$ cat config.mk
export PLATFORM = sky130hd
export DESIGN_NAME = memory_arbiter
export DESIGN_NICKNAME = d
export VERILOG_FILES = /design/src/rtl/memory_arbiter.sv
export SDC_FILE = /design/constraint.sdc
export NUM_CORES = 1
export LEC_CHECK = 0
export ABC_AREA = 0
export ABC_CLOCK_PERIOD_IN_PS = 2900
export BUFFER_PORTS_ARGS = -buffer_cell sky130_fd_sc_hd__buf_2
export CORE_MARGIN = 8
export CORE_UTILIZATION = 52
export DETAILED_ROUTE_END_ITERATION = 10
export PLACE_DENSITY = 0.85
export SLEW_MARGIN = 10
export SYNTH_ARGS = -nofsm -noshare
export SYNTH_HDL_FRONTEND = slang
export SYNTH_SLANG_ARGS = --single-unit
$ cat constraint.sdc
create_clock -name clk -period 2.9 [get_ports clk]
set_input_delay 0 -clock clk [delete_from_list [all_inputs] [get_ports clk]]
set_output_delay 0 -clock clk [all_outputs]
set_load 0.01 [all_outputs]
$ cat src/rtl/memory_arbiter.sv
// memory_arbiter: two-to-one request arbiter in front of a single-port memory bus.
// Captures one-cycle request pulses from the instruction-fetch and data ports into
// per-port pending slots, issues them one at a time on the memory_* bus with
// round-robin tie-breaking, and routes each memory response back to its owner.
//
// Ports:
//   clk, rst                 clock, synchronous active-high reset
//   imem_valid/addr          instruction request pulse and address
//   imem_rdata/ready         instruction response data and strobe
//   dmem_valid/addr/wdata/   data request pulse, address, write value,
//   dmem_wstrb               byte enables (0 = read)
//   dmem_rdata/ready         data response data and strobe
//   memory_valid/instr/addr/ issue pulse, instruction tag, address,
//   memory_wdata/wstrb       write value and byte enables toward memory
//   memory_rdata/ready       memory response data and strobe
module memory_arbiter (
  input  logic        clk,
  input  logic        rst,
  input  logic        imem_valid,
  input  logic [31:0] imem_addr,
  output logic [31:0] imem_rdata,
  output logic        imem_ready,
  input  logic        dmem_valid,
  input  logic [31:0] dmem_addr,
  input  logic [31:0] dmem_wdata,
  input  logic [3:0]  dmem_wstrb,
  output logic [31:0] dmem_rdata,
  output logic        dmem_ready,
  output logic        memory_valid,
  output logic        memory_instr,
  output logic [31:0] memory_addr,
  output logic [31:0] memory_wdata,
  output logic [3:0]  memory_wstrb,
  input  logic [31:0] memory_rdata,
  input  logic        memory_ready
);

  localparam int unsigned AW = 32;
  localparam int unsigned DW = 32;
  localparam int unsigned SW = 4;

  typedef enum logic [1:0] {
    IDLE  = 2'd0,
    ISSUE = 2'd1,
    WAIT  = 2'd2
  } state_e;

  state_e        state_q;
  logic          owner_q;   // 0 = instr, 1 = data
  logic          last_q;    // last granted port

  logic          i_pend_q;
  logic [AW-1:0] i_addr_q;
  logic          d_pend_q;
  logic [AW-1:0] d_addr_q;
  logic [DW-1:0] d_wdata_q;
  logic [SW-1:0] d_wstrb_q;

  logic          mem_valid_q;
  logic          mem_instr_q;
  logic [AW-1:0] mem_addr_q;
  logic [DW-1:0] mem_wdata_q;
  logic [SW-1:0] mem_wstrb_q;

  logic          i_req_d;
  logic          d_req_d;
  logic [AW-1:0] i_addr_d;
  logic [AW-1:0] d_addr_d;
  logic [DW-1:0] d_wdata_d;
  logic [SW-1:0] d_wstrb_d;
  logic          can_grant_d;
  logic          issue_d;
  logic          grant_d;   // 0 = instr, 1 = data

  // Arbitration: a pulse arriving this cycle is as eligible as a held slot.
  always_comb begin
    i_req_d     = i_pend_q | imem_valid;
    d_req_d     = d_pend_q | dmem_valid;
    i_addr_d    = imem_valid ? imem_addr  : i_addr_q;
    d_addr_d    = dmem_valid ? dmem_addr  : d_addr_q;
    d_wdata_d   = dmem_valid ? dmem_wdata : d_wdata_q;
    d_wstrb_d   = dmem_valid ? dmem_wstrb : d_wstrb_q;
    can_grant_d = (state_q == IDLE) | ((state_q == WAIT) & memory_ready);
    issue_d     = can_grant_d & (i_req_d | d_req_d);
    grant_d     = 1'b0;
    if (i_req_d && d_req_d) begin
      grant_d = ~last_q;
    end else begin
      grant_d = d_req_d;
    end
  end

  // State, slots and registered memory-side outputs.
  always_ff @(posedge clk) begin
    if (rst) begin
      state_q     <= IDLE;
      owner_q     <= 1'b0;
      last_q      <= 1'b0;
      i_pend_q    <= 1'b0;
      i_addr_q    <= '0;
      d_pend_q    <= 1'b0;
      d_addr_q    <= '0;
      d_wdata_q   <= '0;
      d_wstrb_q   <= '0;
      mem_valid_q <= 1'b0;
      mem_instr_q <= 1'b0;
      mem_addr_q  <= '0;
      mem_wdata_q <= '0;
      mem_wstrb_q <= '0;
    end else begin
      if (imem_valid) begin
        i_pend_q <= 1'b1;
        i_addr_q <= imem_addr;
      end
      if (dmem_valid) begin
        d_pend_q  <= 1'b1;
        d_addr_q  <= dmem_addr;
        d_wdata_q <= dmem_wdata;
        d_wstrb_q <= dmem_wstrb;
      end

      mem_valid_q <= issue_d;

      if (issue_d) begin
        state_q     <= ISSUE;
        owner_q     <= grant_d;
        last_q      <= grant_d;
        mem_instr_q <= ~grant_d;
        mem_addr_q  <= grant_d ? d_addr_d  : i_addr_d;
        // Instruction accesses never write.
        mem_wdata_q <= grant_d ? d_wdata_d : DW'(0);
        mem_wstrb_q <= grant_d ? d_wstrb_d : SW'(0);
        // Clearing the granted slot overrides a same-cycle load of it.
        if (grant_d) begin
          d_pend_q <= 1'b0;
        end else begin
          i_pend_q <= 1'b0;
        end
      end else begin
        case (state_q)
          ISSUE:   state_q <= WAIT;
          WAIT:    if (memory_ready) state_q <= IDLE;
          default: state_q <= IDLE;
        endcase
      end
    end
  end

  assign memory_valid = mem_valid_q;
  assign memory_instr = mem_instr_q;
  assign memory_addr  = mem_addr_q;
  assign memory_wdata = mem_wdata_q;
  assign memory_wstrb = mem_wstrb_q;

  // Responses are only accepted while waiting; a stray ready in IDLE is dropped.
  assign imem_ready = memory_ready & (state_q == WAIT) & ~owner_q;
  assign dmem_ready = memory_ready & (state_q == WAIT) &  owner_q;
  assign imem_rdata = memory_rdata;
  assign dmem_rdata = memory_rdata;

endmodule
==> reports/results.ini, run 1 <==
[sta]
setup_viol_count_final = 0
totalNegativeSetupSlack_ns = 0
grt_setup_unrepaired = no
final_clock_period_utilization_by_the_worst_path = 0.6394
final.min_clock_period_ns = 1.854
fin_worst_skew_ns = 0.01276
timing_hold_violations_final = 0
fin_ws_ns = 1.046
tightestPinTransition_ns = 0.9014
remaining_max_slew_budget_at_the_tightest_pin = 0.3935
achievable-frequency_ghz = 0.5393
timing_max_transition_violations_final = 0

[synth]
avg_cell_area_syn_sq_um = 10.36
synth_fp_nets = 789
yosys_register_bits = 175
synth.yosys.seq_area_share = 0.5184
ys_top_cells_by_area = dfxtp_1, mux2i_1, buf_4
synthDominantCellAreaShare = 0.5184
ys_types = 33
yosys_warnings = 0
synth-edff-count = 0
post-synth-top-area-cell = dfxtp_1
ys.flop_type = dfxtp_1
async_reset_ff_frac = 0
combined_area_of_all_synthesized_cells_sq_um = 6758
gate_count_post_synth = 652

[setup_path]
worst_setup_path_startpoint = d_pend_q
cp.required_ns = 3.21
timing_worst_setup_path_type = reg2reg
critical_path.max_fanout = 33
rr_startpoint = d_pend_q
worst_setup_end_kind = flip-flop
r2r_cells = 4
regToRegEndpoint = memory_addr[30]
worstPathArrival_ns = 2.16
crit_end = memory_addr[30]
reg_to_reg_setup_timing_slack_ns = 1.05
critical_path.startpoint_type = flip-flop

[global_routing]
track_usage = 0.2462
largest_net_degree_at_the_start_of_global_routing = 77
grt_met2_usage = 0.4199
vias_in_the_first_global_route = 6034
globalRoute.totalOverflow = 0
grt_pass1_wl_um = 32350
antenna_found_initial = 1
groute.layer.met1.usage = 0.2802
grt_most_used_layer = met2
grt.met3_usage = 0.06650

[routing]
drt-initial-drc-count = 385
ant_nets = 0
routed_wirelength_um = 20700
dr.pass1.iters = 5
drt-vias-per-instance = 5.492
remaining_drc_errors = 0
post_drt_wl_per_cell_um = 19.65
dr_total_vias = 5783

[place]
gp_congestion = 0.7580
dp.final_hpwl_um = 11250
io_buffer_count = 176
pre_cts_slack_ns = 0.9478

[pwr]
static-leakage-power_nw = 4.162
report.power.total_mw = 5.842
cellPowerDensity_nw_per_um2 = 645.0
vdd_drop_max_mv = 0.5602
p_clk_frac = 0.384
power.share.switching = 0.2631
seq_power_share = 0.459
p_sw_mw = 1.537
power.combinational.fraction = 0.156
power.internal_mw = 4.305

[clock_tree]
tritoncts_buffers = 17
clkSlewWorstSetupHoldPaths_ns = 0.06
h-tree-depth = 4
cts_tree = built
clock_latency_ns = 0.43
cts_num_sinks = 175
cts_root_buffer = clkbuf_16
cts_setup_buffers = 0
maximum_root_to_sink_buffer_count = 2

[final_layout]
finalNetCount = 1002
mostFrequentLayoutCells = dfxtp_1, buf_2, dlygate4sd3_1
syn_to_final_growth_pct = 34.05
most_common_cell_after_layout_fill_and_taps_aside = dfxtp_1
layout-drive-gt1-share = 0.2563

[floorplan]
core-area_sq_um = 12670
design.portCount = 273
standard_cell_row_count = 41
initial_core_util = 0.5333
die_area_sq_um = 16900
die_h_um = 130
horizontal_die_dimension_um = 130

[min_path]
hp-class = in2out
hold_depth = 0

[run_status]
status = completed

[flow_run]
max_cap_violations = 0

-- repair_timing --
item | in CTS | in global routing
endpoints found under the hold margin | 167 | 0
gates resized for setup | 0 | 0
hold buffers | 123 | 0
-- cells in the mapped netlist, types with 2 or more instances --
cell,n
buf_4,64
buf_1,3
dfxtp_1,175
buf_2,18
mux2i_1,100
buf_6,3
nor3_1,3
nor4_1,3
nand3_1,32
o2bb2ai_1,36
nor2_1,103
a32o_1,32
clkbuf_1,28
a31oi_1,2
o21ai_0,32
-- worst max-delay path, stage by stage (launching register included) --
cell and delay, ns:
dfxtp_1 0.36, nor4_1 0.76, nor4_4 0.03, buf_4 0.29, a32o_1 0.28
-- cell families (layout without fill, tap and decap cells) --
| kind of cell | count (synthesis) | count (layout) | share of synthesized area |
|---|---|---|---|
| buffers and inverters | 117 | 343 | 0.1072 |
| AND/OR/NAND/NOR | 150 | 150 | 0.09591 |
| other | 0 | 3 | 0 |
| AO/OA/AOI/OAI | 109 | 109 | 0.1287 |
| multiplexers | 101 | 101 | 0.1498 |
| flip-flops | 175 | 175 | 0.5184 |
-- per-layer routing --
layer  vias to the layer above  share of wire
li1                       2675              -
met1                      2710           0.40
met2                       336           0.48
met3                        62          0.087
met4                         0          0.033
met5                         -              0
-- worst min path at each step --
stage / startpoint / endpoint / slack [ns]
after global routing: memory_rdata[17] / dmem_rdata[17] / 0.00003
final: memory_rdata[2] / imem_rdata[2] / 0.000005
after detailed placement: memory_rdata[15] / imem_rdata[15] / 0.0001
after global placement: memory_rdata[15] / imem_rdata[15] / 0.0001
after CTS: memory_rdata[15] / imem_rdata[15] / 0.0001
after floorplan: memory_rdata[0] / dmem_rdata[0] / 0.09
-- metrics by stage --
stage | hold WS (ns) | util | std cells | cell area [sq um]
global route | 0.00002598 | 0.7145 | 1051 | 9054
finish | 0.000005226 | 0.7149 | 1053 | 9059
global placement | 0.0001008 | 0.5710 | 895 | 7236
detailed placement | 0.0001008 | 0.5710 | 895 | 7236
floorplan | 0.09177 | - | 652 | 6758
CTS | 0.0001008 | 0.7143 | 1050 | 9051
-- sequential cells by signal, indices dropped and copies added (netlist names) --
register	cells
memory_instr	1
state_q	2
d_addr_q	32
d_wstrb_q	4
i_pend_q	1
d_wdata_q	32
last_q	1
memory_wstrb	4
memory_addr	32
memory_wdata	32
memory_valid	1
d_pend_q	1
i_addr_q	32
-- layout make-up --
class | instances | area (sq um)
inverter | 1 | 3.754
timing repair buffer | 310 | 2200
multi-input combinational | 360 | 2545
clock inverter | 13 | 141.4
tap | 172 | 215.2
clock buffer | 19 | 442.9
antenna | 3 | 7.507
fill | 862 | 3612
sequential | 175 | 3503
-- power by group through the flow --
stage	combinational, mW	sequential (mW)	clock (mW)
final	0.914	2.68	2.24
after CTS	0.888	2.68	2.27
after global routing	0.985	2.70	2.37
after global placement	0.734	2.72	0
after detailed placement	0.753	2.73	0
after floorplan	0.523	2.75	0
Note: power is estimated with default switching activity, not from simulation.
==> run 2, diff against run 1 <==
- ABC_CLOCK_PERIOD_IN_PS: 2900 -> 1940
- CORE_UTILIZATION: 52 -> 48
- PLACE_DENSITY: 0.85 -> 0.79
- clock period: 2.9 -> 1.94 ns (I/O delays scaled with it)
==> run 2 against run 1 <==
Critical path type is now in2reg. First-iteration DRC count is 37% lower. Cell area is 0.52% higher. Routed wire length is 9.3% lower.
==> reports/results.ini, run 2 (synthesis gave the netlist of run 1 again) <==
[global_routing]
grt_met2_usage = 0.3456  ; -0.07432
grt_pass1_wl_um = 30170  ; -6.7%
globalRoute.totalOverflow = 0  ; unchanged
largest_net_degree_at_the_start_of_global_routing = 94  ; +22%
grt_most_used_layer = met2
vias_in_the_first_global_route = 5825  ; -3.5%
antenna_found_initial = 2  ; +1
groute.layer.met1.usage = 0.2339  ; -0.04637
grt.met3_usage = 0.08618  ; +0.01968
track_usage = 0.2088  ; -0.03739

[pwr]
p_clk_frac = 0.408  ; +0.024
power.internal_mw = 6.792  ; +58%
vdd_drop_max_mv = 0.6459  ; +15%
power.combinational.fraction = 0.149  ; -0.007
static-leakage-power_nw = 4.172  ; +0.24%
cellPowerDensity_nw_per_um2 = 992.0  ; +54%
p_sw_mw = 2.241  ; +46%
seq_power_share = 0.443  ; -0.016
report.power.total_mw = 9.033  ; +55%
power.share.switching = 0.2481  ; -0.01499

[final_layout]
syn_to_final_growth_pct = 34.75
mostFrequentLayoutCells = dfxtp_1, buf_2, dlygate4sd3_1
finalNetCount = 996  ; -0.60%
most_common_cell_after_layout_fill_and_taps_aside = dfxtp_1
layout.core_utilization = 0.6586  ; -0.05634
layout-drive-gt1-share = 0.2672  ; +0.01094

[setup_path]
cp.required_ns = 2.26  ; -0.95 ns
reg_to_reg_setup_timing_slack_ns = 0.27  ; -0.78 ns
regToRegEndpoint = memory_wdata[14]
worstPathArrival_ns = 2.07  ; -0.09 ns
timing_worst_setup_path_type = in2reg
rr_startpoint = state_q[1]
worst_setup_end_kind = flip-flop
r2r_cells = 5  ; +1
critical_path.max_fanout = 29  ; -12%
critical_path.startpoint_type = primary input

[clock_tree]
tritoncts_buffers = 17  ; unchanged
cts_tree = built
h-tree-depth = 4  ; unchanged
maximum_root_to_sink_buffer_count = 2  ; unchanged
clock_latency_ns = 0.43  ; about the same
cts_root_buffer = clkbuf_16
clkSlewWorstSetupHoldPaths_ns = 0.07  ; about the same
cts_num_sinks = 175  ; unchanged

[floorplan]
horizontal_die_dimension_um = 134.7  ; +3.6%
die_area_sq_um = 18130  ; +7.3%
die_h_um = 134.7  ; +3.6%
standard_cell_row_count = 43  ; +4.9%
design.portCount = 273  ; unchanged
initial_core_util = 0.4887  ; -0.04459
core-area_sq_um = 13830  ; +9.1%

[sta]
grt_setup_unrepaired = no
setup_viol_count_final = 0  ; unchanged
remaining_max_slew_budget_at_the_tightest_pin = 0.5988  ; +0.2053
final.hold.worst_slack_ns = 0.000002374  ; -0.000002852 ns
fin_worst_skew_ns = 0.01062  ; -0.002135 ns
timing_hold_violations_final = 0  ; unchanged
totalNegativeSetupSlack_ns = 0  ; unchanged
timing_max_transition_violations_final = 0  ; unchanged
final.min_clock_period_ns = 1.756
achievable-frequency_ghz = 0.5695
tightestPinTransition_ns = 0.6018  ; -0.2996 ns
final_clock_period_utilization_by_the_worst_path = 0.9051

[routing]
routed_wirelength_um = 18770  ; -9.3%
post_drt_wl_per_cell_um = 17.79  ; -9.5%
remaining_drc_errors = 0  ; unchanged
dr_total_vias = 5657  ; -2.2%
drt-vias-per-instance = 5.362  ; -2.4%
dr.pass1.iters = 5  ; unchanged
drt-initial-drc-count = 241  ; -37%
ant_nets = 0  ; unchanged

[min_path]
hold_depth = 0  ; unchanged
hp-class = in2out
min-delay-start = memory_rdata[6]
min_to = dmem_rdata[6]

[place]
io_buffer_count = 176  ; unchanged
dp.final_hpwl_um = 11560  ; +2.8%
gp_congestion = 0.7506  ; -0.98%

[run_status]
status = completed

[flow_run]
max_cap_violations = 0  ; unchanged

==> run 2: changes by cell type in the layout (fill, tap and decap cells not counted), sizes merged <==
cell | previous run | this run
clkinv | 5 | 2
bufinv | 2 | 4
buf | 187 | 195
clkbuf | 19 | 21
dlygate4sd3 | 123 | 109
clkinvlp | 6 | 3
inv | 1 | 3
==> run 2: per-stage QoR <==
stage | worst slack (ns) | instances | cell area (sq um)
after floorplan | 0.4432 | 652 | 6758
after global placement | 0.3451 | 911 | 7356
after detailed placement | 0.2756 | 911 | 7356
after CTS | 0.1107 | 1052 | 9095
after global routing | 0.1185 | 1054 | 9104
final | 0.1840 | 1055 | 9106
==> run 2: critical path, cell delays in order <==
cell and delay, ns:
dlygate4sd3_1 0.54, buf_2 0.25, buf_6 0.38, mux2i_1 0.26
nor2_1 0.06, dlygate4sd3_1 0.57
==> run 2: how the worst max path moves through the flow <==
stage                           from               end  slack, ns  cells after the start
after floorplan             i_pend_q  memory_wdata[10]       0.44                      5
after global placement    state_q[1]   memory_wdata[2]       0.35                      5
after detailed placement  state_q[1]  memory_wdata[29]       0.28                      5
after CTS                 imem_valid      i_addr_q[15]       0.11                      6
after global routing      imem_valid      i_addr_q[15]       0.12                      6
final                     imem_valid      i_addr_q[15]       0.18                      6
==> run 2: cell type report <==
class	count	area, sq um
inverter	1	3.754
fill	1010	4721
clock buffer	21	470.5
sequential	175	3503
multi-input combinational	360	2545
antenna	3	7.507
clock inverter	11	177.7
tap	180	225.2
timing repair buffer	304	2173
==> run 2: metal layers <==
metal  part of all wire  wire [um]  vias up
met5                  0          0        -
met4              0.018        333        0
met3              0.092       1730       38
met2               0.49       9213      269
met1               0.40       7493     2690
li1                   -          -     2660
==> run 2: what timing repair did <==
item | CTS | global route
endpoints found under the setup margin | 0 | 1
buffers inserted | 0 | 0
hold buffers | 109 | 0
hold endpoints to repair | 173 | 0
resized for setup | 0 | 1
==> run 2: power by group through the flow <==
stage / Sequential (mW) / Clock, mW / Combinational [mW]
floorplan: 4.11 / 0 / 0.782
global placement: 4.07 / 0 / 1.14
detailed placement: 4.08 / 0 / 1.16
CTS: 4.00 / 3.76 / 1.33
global route: 4.03 / 3.91 / 1.47
finish: 4.00 / 3.68 / 1.35
